**config.mk**
```make
export PLATFORM = sky130hd
export DESIGN_NAME = timer_bank
export DESIGN_NICKNAME = d
export VERILOG_FILES = /design/src/rtl/timer_bank.sv
export SDC_FILE = /design/constraint.sdc
export NUM_CORES = 1
export LEC_CHECK = 0
export CAP_MARGIN = 15
export CORE_MARGIN = 2
export CORE_UTILIZATION = 35
export DETAILED_ROUTE_END_ITERATION = 10
export SYNTH_ARGS = -nofsm -noshare
export SYNTH_HDL_FRONTEND = slang
export SYNTH_SLANG_ARGS = --single-unit
```
**constraint.sdc**
```tcl
create_clock -name CLK -period 2.8 [get_ports CLK]
set_input_delay 0.42 -clock CLK [delete_from_list [all_inputs] [get_ports CLK]]
set_output_delay 0.42 -clock CLK [all_outputs]
set_load 0.01 [all_outputs]
```
**src/rtl/timer_bank.sv**
```systemverilog
// timer_bank: NCH independent tick timers sharing one free-running prescaler.
// The one-shot and periodic modes are always built; define TIMER_BANK_PAUSE_EN to add the PAUSE state.
module timer_bank #(
  parameter int NCH   = 3,
  parameter int CW    = 3,
  parameter int PRESC = 4
) (
  input  logic              CLK,
  input  logic              RESET,
  input  logic [NCH-1:0]    EN,
  input  logic [NCH-1:0]    CLR,
  input  logic [NCH-1:0]    MODE,
  input  logic [NCH*CW-1:0] LIMIT,
  output logic [NCH*CW-1:0] COUNT,
  output logic [NCH-1:0]    DONE,
  output logic [NCH-1:0]    DONE_P,
  output logic              BUSY
);

  localparam int PW = (PRESC > 1) ? $clog2(PRESC) : 1;

`ifdef TIMER_BANK_PAUSE_EN
  typedef enum logic [1:0] {S_IDLE = 2'd0, S_RUN = 2'd1, S_DONE = 2'd2, S_PAUSE = 2'd3} state_t;
`else
  typedef enum logic [1:0] {S_IDLE = 2'd0, S_RUN = 2'd1, S_DONE = 2'd2} state_t;
`endif

  logic [PW-1:0]  presc_q;
  logic           tick;
  logic [NCH-1:0] busy_q;

  assign tick = (presc_q == PW'(PRESC - 1));

  // The prescaler free-runs; channel starts and stops never realign it.
  // NOTE: sequential state uses non-blocking (<=) so every flop samples pre-edge values.
  always_ff @(posedge CLK or negedge RESET) begin
    if (!RESET)    presc_q <= '0;
    else if (tick) presc_q <= '0;
    else           presc_q <= presc_q + PW'(1);
  end

  for (genvar i = 0; i < NCH; i++) begin : g_ch
    state_t          state_q;
    logic [CW-1:0]   cnt_q;
    logic [CW-1:0]   lim_q;
    logic            mode_q;
    logic            done_q;
    logic            pulse_q;
    logic [CW-1:0]   limit_in;
    logic            last;

    assign limit_in = LIMIT[i*CW +: CW];
    // Compare one bit wider so an all-ones count plus one cannot wrap past the limit.
    assign last = (({1'b0, cnt_q} + (CW+1)'(1)) >= {1'b0, lim_q});

    always_ff @(posedge CLK or negedge RESET) begin
      if (!RESET) begin
        state_q   <= S_IDLE;
        cnt_q     <= '0;
        lim_q     <= CW'(1);
        mode_q    <= 1'b0;
        done_q    <= 1'b0;
        pulse_q   <= 1'b0;
        busy_q[i] <= 1'b0;
      end else if (CLR[i]) begin
        state_q   <= S_IDLE;
        cnt_q     <= '0;
        done_q    <= 1'b0;
        pulse_q   <= 1'b0;
        busy_q[i] <= 1'b0;
      end else begin
        pulse_q <= 1'b0;
        case (state_q)
          S_IDLE: if (EN[i]) begin
            state_q   <= S_RUN;
            lim_q     <= (limit_in == '0) ? CW'(1) : limit_in;
            mode_q    <= MODE[i];
            busy_q[i] <= 1'b1;
          end
          S_RUN: if (!EN[i]) begin
`ifdef TIMER_BANK_PAUSE_EN
            state_q   <= S_PAUSE;
`else
            state_q   <= S_IDLE;
            cnt_q     <= '0;
            busy_q[i] <= 1'b0;
`endif
          end else if (tick) begin
            if (last) begin
              pulse_q <= 1'b1;
              if (mode_q) begin
                cnt_q <= '0;
              end else begin
                state_q   <= S_DONE;
                cnt_q     <= lim_q;
                done_q    <= 1'b1;
                busy_q[i] <= 1'b0;
              end
            end else begin
              cnt_q <= cnt_q + CW'(1);
            end
          end
`ifdef TIMER_BANK_PAUSE_EN
          S_PAUSE: if (EN[i]) state_q <= S_RUN;
`endif
          S_DONE: if (!EN[i]) begin
            state_q <= S_IDLE;
            cnt_q   <= '0;
            done_q  <= 1'b0;
          end
          default: state_q <= S_IDLE;
        endcase
      end
    end

    assign COUNT[i*CW +: CW] = cnt_q;
    assign DONE[i]           = done_q;
    assign DONE_P[i]         = pulse_q;
  end

  assign BUSY = |busy_q;

endmodule
```
==> After elaboration in Yosys (flattened, before gate mapping) <==
Index checks and enable logic that the tools add are counted.
{ "op_classes": {"add_sub_neg": 7, "n_lt_le_gt_ge": 3, "eq_ne": 34, "muxes": 106, "bitwise_logic": 3, "reduce_logical": 28} }
{ "ops": {"columns": ["operator", "n"], "rows": [
  ["$mux 3", 21],
  ["$ne 3x3->1 const B", 18],
  ["$mux 1", 51],
  ["$mux 2", 22],
  ["$ne 4x4->1 const B", 9],
  ["$reduce_and 5->1", 6],
  ["$pmux 2 s3", 3],
  ["$pmux 3 s2", 3],
  ["$reduce_and 3->1", 6],
  ["$reduce_and 6->1", 3],
  ["$reduce_bool 3->1", 6],
  ["$add 3x1->4 const B", 3],
  ["$ge 4x3->1", 3],
  ["$pmux 1 s2", 6],
  ["$add 3x1->3 const B", 3],
  ["$logic_not 3->1", 3],
  ["$eq 2x2->1 const B", 4],
  ["$eq 2x1->1 const B", 3],
  ["$logic_not 2->1", 3],
  ["$not 1->1", 3],
  ["$reduce_or 3->1", 1],
  ["$add 2x1->2 const B", 1]
]} }
{ "totals": {"ff_bits": 38, "inputBits": 20, "elab_cells": 203} }

==> Logic depth before layout (Yosys ltp) <==
Gate-level depths: netlist (run 1).
{ "depth": {"ltp_word": 7, "depth_mapped": 8, "depth_no_buf": 7} }

==> Worst setup path after synthesis (run 1) <==
OpenSTA, ideal clock, no wires.
{ "synth_path": {"path_kind": "flip-flop to flip-flop", "startpoint": "register g_ch[0].cnt_q[0]", "endpoint": "register g_ch[0].cnt_q[1]", "setup_ns": 0.121, "arrival_time_ns": 2.124, "t_required_ns": 2.679, "slack_ns": 0.555, "stages_incl_launch_ff": 8, "period_less_slack_ns": 2.245, "path_cell_list": "dfrtp_1 -> ha_1 -> xor2_1 -> ha_1 -> o21ai_0 -> o21ai_1 -> mux2_2 -> a22o_1"} }
{ "synth_via": {"elab_chain_cells": 7, "elab_cells_between_ends": 8, "classes_between": "add/sub: 2; order compare: 1; mux: 5"} }
{ "synth_rtl": {"columns": ["item", "line", "source"], "rows": [
  ["start, declared", "44", "logic [CW-1:0] cnt_q;"],
  ["start signal, assigned", "95", "cnt_q <= lim_q;"],
  ["start signal, assigned", "100", "cnt_q <= cnt_q + CW'(1);"],
  ["$add 3x1->4", "54", "assign last = (({1'b0, cnt_q} + (CW+1)'(1)) >= {1'b0, lim_q});"],
  ["$ge 4x3->1", "54", null],
  ["$mux 3 *", "89", "if (last) begin"],
  ["$mux 3 *", "88", "end else if (tick) begin"],
  ["$mux 3 *", "80", "S_RUN: if (!EN[i]) begin"],
  ["$pmux 3 s2 *", "73", "case (state_q)"],
  ["$mux 3 *", "65", "end else if (CLR[i]) begin"]
]} }
Mark *: on every way between the ends. The rest lies on a longest branch, timed or not. The select of a mux whose other input is x is not followed.
A chain may end at the register's enable or synchronous reset.

==> Final worst setup path (run 1) <==
Ends and elaborated chain as after synthesis.

==> run_results.csv, run 1 <==
group,metric,value,unit
setup_path,crit_type,"register to register",
logic_synthesis,yosys-mux-area-fraction,0.0569,
sta,worst_pin_slew,0.856,ns
floorplan,dieArea,0.00654,sq mm
floorplan,num_rows,27,
place,portBuffers,35,
detailed_routing,antenna_left,0,
layout,synthToLayoutAreaGrowth,22.8,%
sta,report.final.slew_viol_count,0,
sta,fin_ws,0.395,ns
logic_synthesis,synth_fa_ha_area_frac,0.0786,
logic_synthesis,synth_edf_count,0,
clocking,clk_transition_reported_paths,0.08,ns
layout,final_cell_mix,"dfrtp_1, clkdlybuf4s50_1, nor2_1",
logic_synthesis,yosys.area_share.xor_xnor,0.0127,
floorplan,core_area,0.00561,sq mm
setup_path,critPathLaunchType,"register",
floorplan,die_x,80.9,microns
logic_synthesis,synth_top_family_by_area,"simple AND/OR/NAND/NOR gates",
setup_path,rr_startpoint,"g_ch[0].cnt_q[0]",
setup_path,crit_fanout,7,
setup_path,cp-startpoint,"g_ch[0].cnt_q[0]",
logic_synthesis,yosys.area_share.simple,0.190,
power,totalPowerFinal,1.23,mW
clocking,htree_num_levels,2,
sta,finalSetupViolations,0,
clocking,clkLatencyLatePin,0.29,ns
worst_hold_path,hold_class,"input port to asynchronous set/reset pin",
sta,slew_headroom,0.429,
detailed_routing,routed_wl,4140,microns
floorplan,die_h,80.9,microns
logic_synthesis,synth_top_area_share,0.423,
logic_synthesis,ys.flop_type,"dfrtp_1",
power,vdd_drop_max,0.241,mV
setup_path,required,2.97,ns
floorplan,start_util,0.369,
setup_path,end_kind,"register",
logic_synthesis,postSynthAreaPerCell,9.94,sq um
floorplan,io-pin-count,36,
detailed_routing,avgViaCountPerCell,5.11,
clocking,cts_hold_buf,0,
setup_path,crit_end,"g_ch[0].cnt_q[1]",
power,p_leak,1.14,nW
logic_synthesis,mappedNetlistArea,0.00207,sq mm
sta,fin_crit_sh,0.859,
logic_synthesis,ys_warn_count,0,
layout,final_common_cell,"dfrtp_1",
logic_synthesis,netlist_instances,208,
sta,fin_worst_skew,0.00902,ns
detailed_routing,drtIter0Drc,70,
layout,fin_area,0.00254,sq mm
sta,worst_hold_slack,0.245,ns
run_status,outcome,"complete, no violations",
logic_synthesis,synth-compound-area-share,0.158,
logic_synthesis,synth_fp_nets,241,
global_routing,grt_util_all_layers,0.143,
sta,hold_violations,0,
detailed_routing,drcViolationCount,0,
layout,nFillCells,559,
power,power_density,483,mW/mm^2
logic_synthesis,yosys.area.top_type,"dfrtp_1",
detailed_routing,dr.pass1.iters,4,
job,drv_cap,0,
setup_path,reg2reg_depth,7,
place,place_congestion,0.778,
layout,layout.nets,276,
logic_synthesis,ys_async_sr_fraction,1.00,
detailed_routing,wl_per_cell,13.1,microns
place,place_ws,0.414,ns
setup_path,reg2reg_slack,0.39,ns
clocking,cts_resized,0,
logic_synthesis,yosysSeqAreaShare,0.462,
layout,drive_gt1_frac,0.0905,
clocking,postCtsSetupRepairBufs,0,
sta,setup_tns,0,ns
sta,fin_crit,2.41,ns
clocking,numCtsBuffers,5,
clocking,clockBufferDepth,2,
global_routing,grt_pass1_wl,7230,microns
place,place_area,0.00245,sq mm
setup_path,timing.rr.end,"g_ch[0].cnt_q[1]",
logic_synthesis,synth.area.top_cells,"dfrtp_1, ha_1, nor2_1",
clocking,clock_sinks,38,
sta,rsz0062_at_grt,"false",
global_routing,grt_max_degree,39,
setup_path,cp.arrival,2.58,ns
detailed_routing,vias,1611,
place,dpl.hpwl,3070,microns
clocking,cts_root_buf,"clkbuf_8",
clocking,cts_tree,"done",
layout,diodes,0,
global_routing,overflow,0,
logic_synthesis,ys_seq_elements,38,
global_routing,antenna_found_initial,0,
sta,timing.fmax,416,MHz
logic_synthesis,synthDistinctLibCells,40,
global_routing,grt_pass1_vias,1550,
-- worst min path at each step --
| stage | startpoint | endpoint | slack [ns] | cells past startpoint |
|---|---|---|---|---|
| after floorplan | RESET | busy_q[0] | 0.12 | 0 |
| after global placement | presc_q[0] | presc_q[0] | 0.41 | 1 |
| after detailed placement | presc_q[0] | presc_q[0] | 0.42 | 1 |
| after CTS | RESET | g_ch[2].lim_q[1] | 0.28 | 1 |
| after global routing | RESET | g_ch[2].lim_q[2] | 0.30 | 1 |
| final | RESET | g_ch[1].cnt_q[2] | 0.24 | 1 |
-- critical path, cell delays in order, from the launching register on --
cell and delay, ns:
dfrtp_1 0.44, ha_1 0.24, xor2_1 0.17, ha_1 0.27, o21ai_0 0.09, o21ai_1 0.46
mux2_2 0.40, a22o_1 0.22
-- stage by stage --
| stage | cells | util |
|---|---|---|
| after detailed placement | 308 | 0.438 |
| after floorplan | 208 | - |
| final | 315 | 0.453 |
| after global placement | 308 | 0.438 |
| after CTS | 315 | 0.453 |
| after global routing | 315 | 0.453 |
-- routing by layer --
metal  share of wire  vias up  GRT usage
met5               0        -          0
li1                -      804          -
met4           0.013        0     0.0475
met3           0.036        4     0.0400
met1            0.49      771      0.193
met2            0.47       32      0.220
-- flip-flops by register name, summed over array words and instances, names as in the netlist --
register	count
g_ch.state_q	6
g_ch.mode_q	3
presc_q	2
g_ch.pulse_q	3
g_ch.done_q	3
g_ch.lim_q	9
busy_q	3
g_ch.cnt_q	9
-- cell usage after synthesis, drive strengths merged (4+ instances only) --
library cell,count
o21ai,20
nor3b,4
nand2,15
buf,7
inv,10
dfrtp,35
nor3,6
mux2,6
o22ai,4
nand2b,8
nor2b,8
ha,13
mux2i,5
a21oi,8
nor2,23
-- logic make-up (layout without fill, tap and decap cells) --
kind of cell,after synthesis,in the layout
AND/OR/NAND/NOR,74,74
AO/OA/AOI/OAI,52,52
flip-flops,38,38
buffers and inverters,17,52
adder cells (fa/ha/maj),13,13
multiplexers,11,11
XOR/XNOR,3,3
-- layout make-up --
type | count | area [sq um] | area share
sequential | 38 | 955 | 0.376
inverter | 10 | 37.5 | 0.0148
tap | 72 | 90.1 | 0.0355
clock buffer | 7 | 86.3 | 0.0340
multi-input combinational | 153 | 1030 | 0.404
timing repair buffer | 35 | 345 | 0.136
-- where the power goes --
| part | switching [mW] | internal (mW) | leakage, nW |
|---|---|---|---|
| combinational | 0.115 | 0.106 | 0.598 |
| clock | 0.184 | 0.195 | 0.0443 |
| sequential | 0.0339 | 0.592 | 0.493 |
| total | 0.333 | 0.894 | 1.14 |
Note: power is estimated with default switching activity, not from simulation.
==> inputs of run 2 (changes only) <==
--- a/config.mk
+++ b/config.mk
@@ -6,9 +6,12 @@
 export NUM_CORES = 1
 export LEC_CHECK = 0
 export CAP_MARGIN = 15
+export CORE_ASPECT_RATIO = 2
 export CORE_MARGIN = 2
 export CORE_UTILIZATION = 35
+export CTS_CLUSTER_DIAMETER = 200
 export DETAILED_ROUTE_END_ITERATION = 10
+export PLACE_DENSITY = 0.6
 export SYNTH_ARGS = -nofsm -noshare
 export SYNTH_HDL_FRONTEND = slang
 export SYNTH_SLANG_ARGS = --single-unit
==> run_results.csv, run 2 (synthesis gave the netlist of run 1 again) <==
group,metric,value,unit
sta,hold_violations,0,
layout,fin_util,0.452,
layout,drive_gt1_frac,0.0984,
global_routing,grt_pass1_vias,1682,
clocking,htree_num_levels,2,
global_routing,overflow,0,
clocking,postCtsSetupRepairBufs,0,
setup_path,crit_type,"register to register",
place,place_congestion,0.820,
global_routing,grt_pass1_wl,7850,microns
detailed_routing,avgViaCountPerCell,5.31,
setup_path,critPathLaunchType,"register",
floorplan,start_util,0.362,
setup_path,crit_fanout,8,
clocking,clkLatencyLatePin,0.27,ns
floorplan,dieArea,0.00658,sq mm
floorplan,core_area,0.00571,sq mm
layout,diodes,0,
layout,layout.nets,277,
clocking,clk_transition_reported_paths,0.06,ns
floorplan,io-pin-count,36,
layout,final_cell_mix,"dfrtp_1, clkdlybuf4s50_1, nor2_1",
clocking,cts_resized,0,
clocking,numCtsBuffers,5,
detailed_routing,routed-wl-met3,149,microns
run_status,outcome,"complete, no violations",
worst_hold_path,hold_class,"input port to asynchronous set/reset pin",
detailed_routing,drtIter0Drc,38,
sta,slew_headroom,0.428,
floorplan,num_rows,39,
detailed_routing,routed_wl,4500,microns
detailed_routing,antenna_left,0,
layout,nFillCells,543,
sta,fin_worst_skew,0.00419,ns
floorplan,die_h,113,microns
power,p_leak,1.17,nW
sta,fin_crit,2.23,ns
place,place_area,0.00245,sq mm
layout,reg_top3,"g_ch.cnt_q: 9 flops, g_ch.lim_q: 9 flops, g_ch.state_q: 6 flops",
clocking,cts_tree,"done",
sta,report.final.slew_viol_count,0,
detailed_routing,m1WireLength,1760,microns
sta,rsz0062_at_grt,"false",
floorplan,die_x,58.4,microns
detailed_routing,drcViolationCount,0,
global_routing,antenna_found_initial,0,
global_routing,grt_util_all_layers,0.153,
clocking,clock_sinks,38,
clocking,clockBufferDepth,2,
sta,timing.fmax,448,MHz
power,vdd_drop_max,0.491,mV
place,portBuffers,35,
sta,worst_pin_slew,0.858,ns
place,dpl.hpwl,3370,microns
sta,finalSetupViolations,0,
layout,synthToLayoutAreaGrowth,24.9,%
job,drv_cap,0,
power,power_density,536,mW/mm^2
setup_path,cp.arrival,2.43,ns
sta,setup_tns,0,ns
layout,final_common_cell,"dfrtp_1",
layout,fin_area,0.00258,sq mm
detailed_routing,topRoutingLayerUsed,"met4",
global_routing,grt_max_degree,39,
detailed_routing,vias,1619,
clocking,cts_root_buf,"clkbuf_16",
setup_path,required,3.00,ns
power,totalPowerFinal,1.38,mW
detailed_routing,wl_met2,2510,microns
detailed_routing,wl_per_cell,14.7,microns
setup_path,end_kind,"register",
clocking,cts_hold_buf,0,
detailed_routing,dr.pass1.iters,4,
sta,fin_crit_sh,0.797,
## run 2: cell types whose count changed in the layout (fill, tap and decap cells not counted)
cell,previous run,this run
buf_4,0,1
clkbuf_1,1,0
clkbuf_16,0,5
clkbuf_8,6,0
clkinv_2,0,2
## run 2: layout make-up
class	instances	area [sq um]	area share
Clock inverter	2	10.0	0.00388
Inverter	10	37.5	0.0145
Multi-Input combinational cell	153	1030	0.397
Sequential cell	38	955	0.370
Timing Repair Buffer	36	353	0.137
Clock buffer	5	125	0.0484
Tap cell	61	76.3	0.0296
## run 2: power breakdown
group	internal [mW]	switching, mW
Combinational	0.110	0.118
Sequential	0.593	0.0335
Clock	0.321	0.208
Total	1.02	0.359
## run 2: critical path, stage by stage (launching register included)
cell,delay (ns)
dfrtp_1,0.45
ha_1,0.24
xor2_1,0.18
ha_1,0.28
o21ai_0,0.07
o21a_1,0.29
or4_1,0.56
o21ai_1,0.09
## run 2: worst paths after layout
| path | from | end | slack, ns | cells after the start |
|---|---|---|---|---|
| max | g_ch[2].cnt_q[0] | g_ch[2].state_q[1] | 0.57 | 7 |
| min | RESET | g_ch[0].done_q | 0.25 | 1 |
| max reg2reg | g_ch[2].cnt_q[0] | g_ch[2].state_q[1] | 0.57 | 7 |
| min reg2reg | presc_q[0] | presc_q[0] | 0.43 | 1 |
| max in group asynchronous | RESET | g_ch[2].done_q | 2.01 | 1 |
| min in group CLK | presc_q[0] | presc_q[0] | 0.43 | 1 |
## run 2: per-stage QoR
stage | cells | setup WS [ns] | hold slack, ns
2_1_floorplan | 208 | 0.555 | 0.124
3_3_place_gp | 298 | 0.599 | 0.414
3_5_place_dp | 298 | 0.577 | 0.419
4_1_cts | 305 | 0.560 | 0.289
5_1_grt | 305 | 0.394 | 0.327
6_report | 305 | 0.570 | 0.254
## run 2: layer usage
metal | vias to the layer above | GRT usage
li1 | 808 | -
met5 | - | 0
met4 | 0 | 0.0589
met3 | 7 | 0.0286
met2 | 27 | 0.278
met1 | 777 | 0.169
==> inputs of run 3 (changes only) <==
--- a/config.mk
+++ b/config.mk
@@ -11,7 +11,7 @@
 export CORE_UTILIZATION = 35
 export CTS_CLUSTER_DIAMETER = 200
 export DETAILED_ROUTE_END_ITERATION = 10
-export PLACE_DENSITY = 0.6
+export PLACE_DENSITY = 0.62
 export SYNTH_ARGS = -nofsm -noshare
 export SYNTH_HDL_FRONTEND = slang
 export SYNTH_SLANG_ARGS = --single-unit
==> constraint.sdc (replaced) <==
create_clock -name CLK -period 2 [get_ports CLK]
set_input_delay 0.3 -clock CLK [delete_from_list [all_inputs] [get_ports CLK]]
set_output_delay 0.3 -clock CLK [all_outputs]
set_load 0.01 [all_outputs]
==> run_results.csv, run 3 (synthesis gave the netlist of run 1 again) <==
group,metric,value,unit
setup_path,critPathLaunchType,"register",
global_routing,antenna_found_initial,0,
layout,nFillCells,521,
clocking,clkLatencyLatePin,0.28,ns
floorplan,dieArea,0.00658,sq mm
detailed_routing,drtIter0Drc,56,
detailed_routing,vias,1708,
place,portBuffers,35,
clocking,numCtsBuffers,5,
power,vdd_drop_max,0.636,mV
power,power_density,754,mW/mm^2
layout,synthToLayoutAreaGrowth,38.4,%
detailed_routing,dr.pass1.iters,4,
floorplan,num_rows,39,
clocking,clk_transition_reported_paths,0.06,ns
detailed_routing,wl_per_cell,14.4,microns
layout,reg_top3,"g_ch.cnt_q: 9 flops, g_ch.lim_q: 9 flops, g_ch.state_q: 6 flops",
setup_path,required,2.22,ns
sta,fin_crit_sh,0.987,
setup_path,cp.arrival,2.20,ns
floorplan,io-pin-count,36,
layout,diodes,0,
detailed_routing,avgViaCountPerCell,5.24,
setup_path,end_kind,"register",
sta,fin_worst_skew,0.00561,ns
setup_path,crit_type,"register to register",
sta,fin_crit,1.97,ns
global_routing,grt_pass1_vias,1723,
sta,worst_pin_slew,0.560,ns
layout,final_cell_mix,"clkdlybuf4s50_1, dfrtp_1, nor2_1",
run_status,outcome,"complete, no violations",
floorplan,core_area,0.00571,sq mm
place,dpl.hpwl,3570,microns
global_routing,grt_pass1_wl,8060,microns
detailed_routing,drcViolationCount,0,
floorplan,die_x,58.4,microns
layout,final_common_cell,"clkdlybuf4s50_1",
sta,finalSetupViolations,0,
layout,drive_gt1_frac,0.226,
sta,timing.fmax,507,MHz
sta,slew_headroom,0.624,
clocking,htree_num_levels,2,
clocking,clock_sinks,38,
detailed_routing,routed_wl,4680,microns
sta,hold_violations,0,
global_routing,grt_max_degree,22,
worst_hold_path,hold_class,"register to register",
place,place_area,0.00262,sq mm
clocking,cts_root_buf,"clkbuf_16",
power,p_leak,1.29,nW
setup_path,crit_fanout,6,
sta,setup_tns,0,ns
global_routing,grt_util_all_layers,0.162,
floorplan,start_util,0.362,
detailed_routing,antenna_left,0,
layout,fin_area,0.00286,sq mm
clocking,clockBufferDepth,2,
layout,layout.nets,297,
floorplan,die_h,113,microns
job,drv_cap,0,
global_routing,overflow,0,
sta,report.final.slew_viol_count,0,
clocking,cts_tree,"done",
power,totalPowerFinal,2.16,mW
place,place_congestion,0.846,
sta,rsz0062_at_grt,"true",
==> run 3: where the power goes <==
part	internal [mW]	total, mW	switching [mW]
combinational	0.203	0.390	0.186
clock	0.583	0.891	0.308
sequential	0.831	0.879	0.0483
total	1.62	2.16	0.543
==> run 3: metal layers <==
metal | track usage | vias up | share of wire
met2 | 0.281 | 31 | 0.57
met5 | 0 | - | 0
met3 | 0.0286 | 7 | 0.033
met4 | 0.0791 | 0 | 0.021
met1 | 0.185 | 823 | 0.38
li1 | - | 847 | -
==> run 3: through the flow <==
step,setup WS (ns),hold WS (ns),utilization,cells
after global routing,-0.0446,0.450,0.501,326
after global placement,0.0448,0.291,0.459,316
after CTS,0.00696,0.435,0.490,325
after floorplan,-0.0353,0.00441,-,208
final,0.0263,0.432,0.501,326
after detailed placement,0.00799,0.293,0.459,316
==> run 3: final timing paths <==
path | from | to | slack (ns) | depth (start not counted)
setup / recovery | g_ch[2].cnt_q[0] | g_ch[2].done_q | 0.03 | 7
hold / removal | presc_q[0] | presc_q[0] | 0.43 | 1
setup reg to reg | g_ch[2].cnt_q[0] | g_ch[2].done_q | 0.03 | 7
hold reg to reg | presc_q[0] | presc_q[0] | 0.43 | 1
max in group asynchronous | RESET | g_ch[1].lim_q[0] | 0.90 | 3
min in group asynchronous | RESET | g_ch[0].done_q | 0.50 | 2
==> run 3: layout make-up <==
cell class | count | area (sq um) | area share
Multi-Input combinational cell | 153 | 1120 | 0.392
Sequential cell | 38 | 957 | 0.334
Timing Repair Buffer | 56 | 505 | 0.177
Clock buffer | 5 | 125 | 0.0437
Tap cell | 61 | 76.3 | 0.0267
Clock inverter | 3 | 40.0 | 0.0140
Inverter | 10 | 37.5 | 0.0131
==> run 3: worst max-delay path, stage by stage, from the launching register on <==
cell     delay (ns)
dfrtp_2        0.42
ha_4           0.17
xor2_2         0.17
ha_1           0.28
o21ai_1        0.06
o21a_2         0.25
or4_4          0.49
nand2_1        0.08
==> run 3: timing repair <==
action	CTS	global route
hold buffers	1	0
setup endpoints to repair	0	11
setup buffers	0	1
endpoints found under the hold margin	10	0
resized for setup	0	11
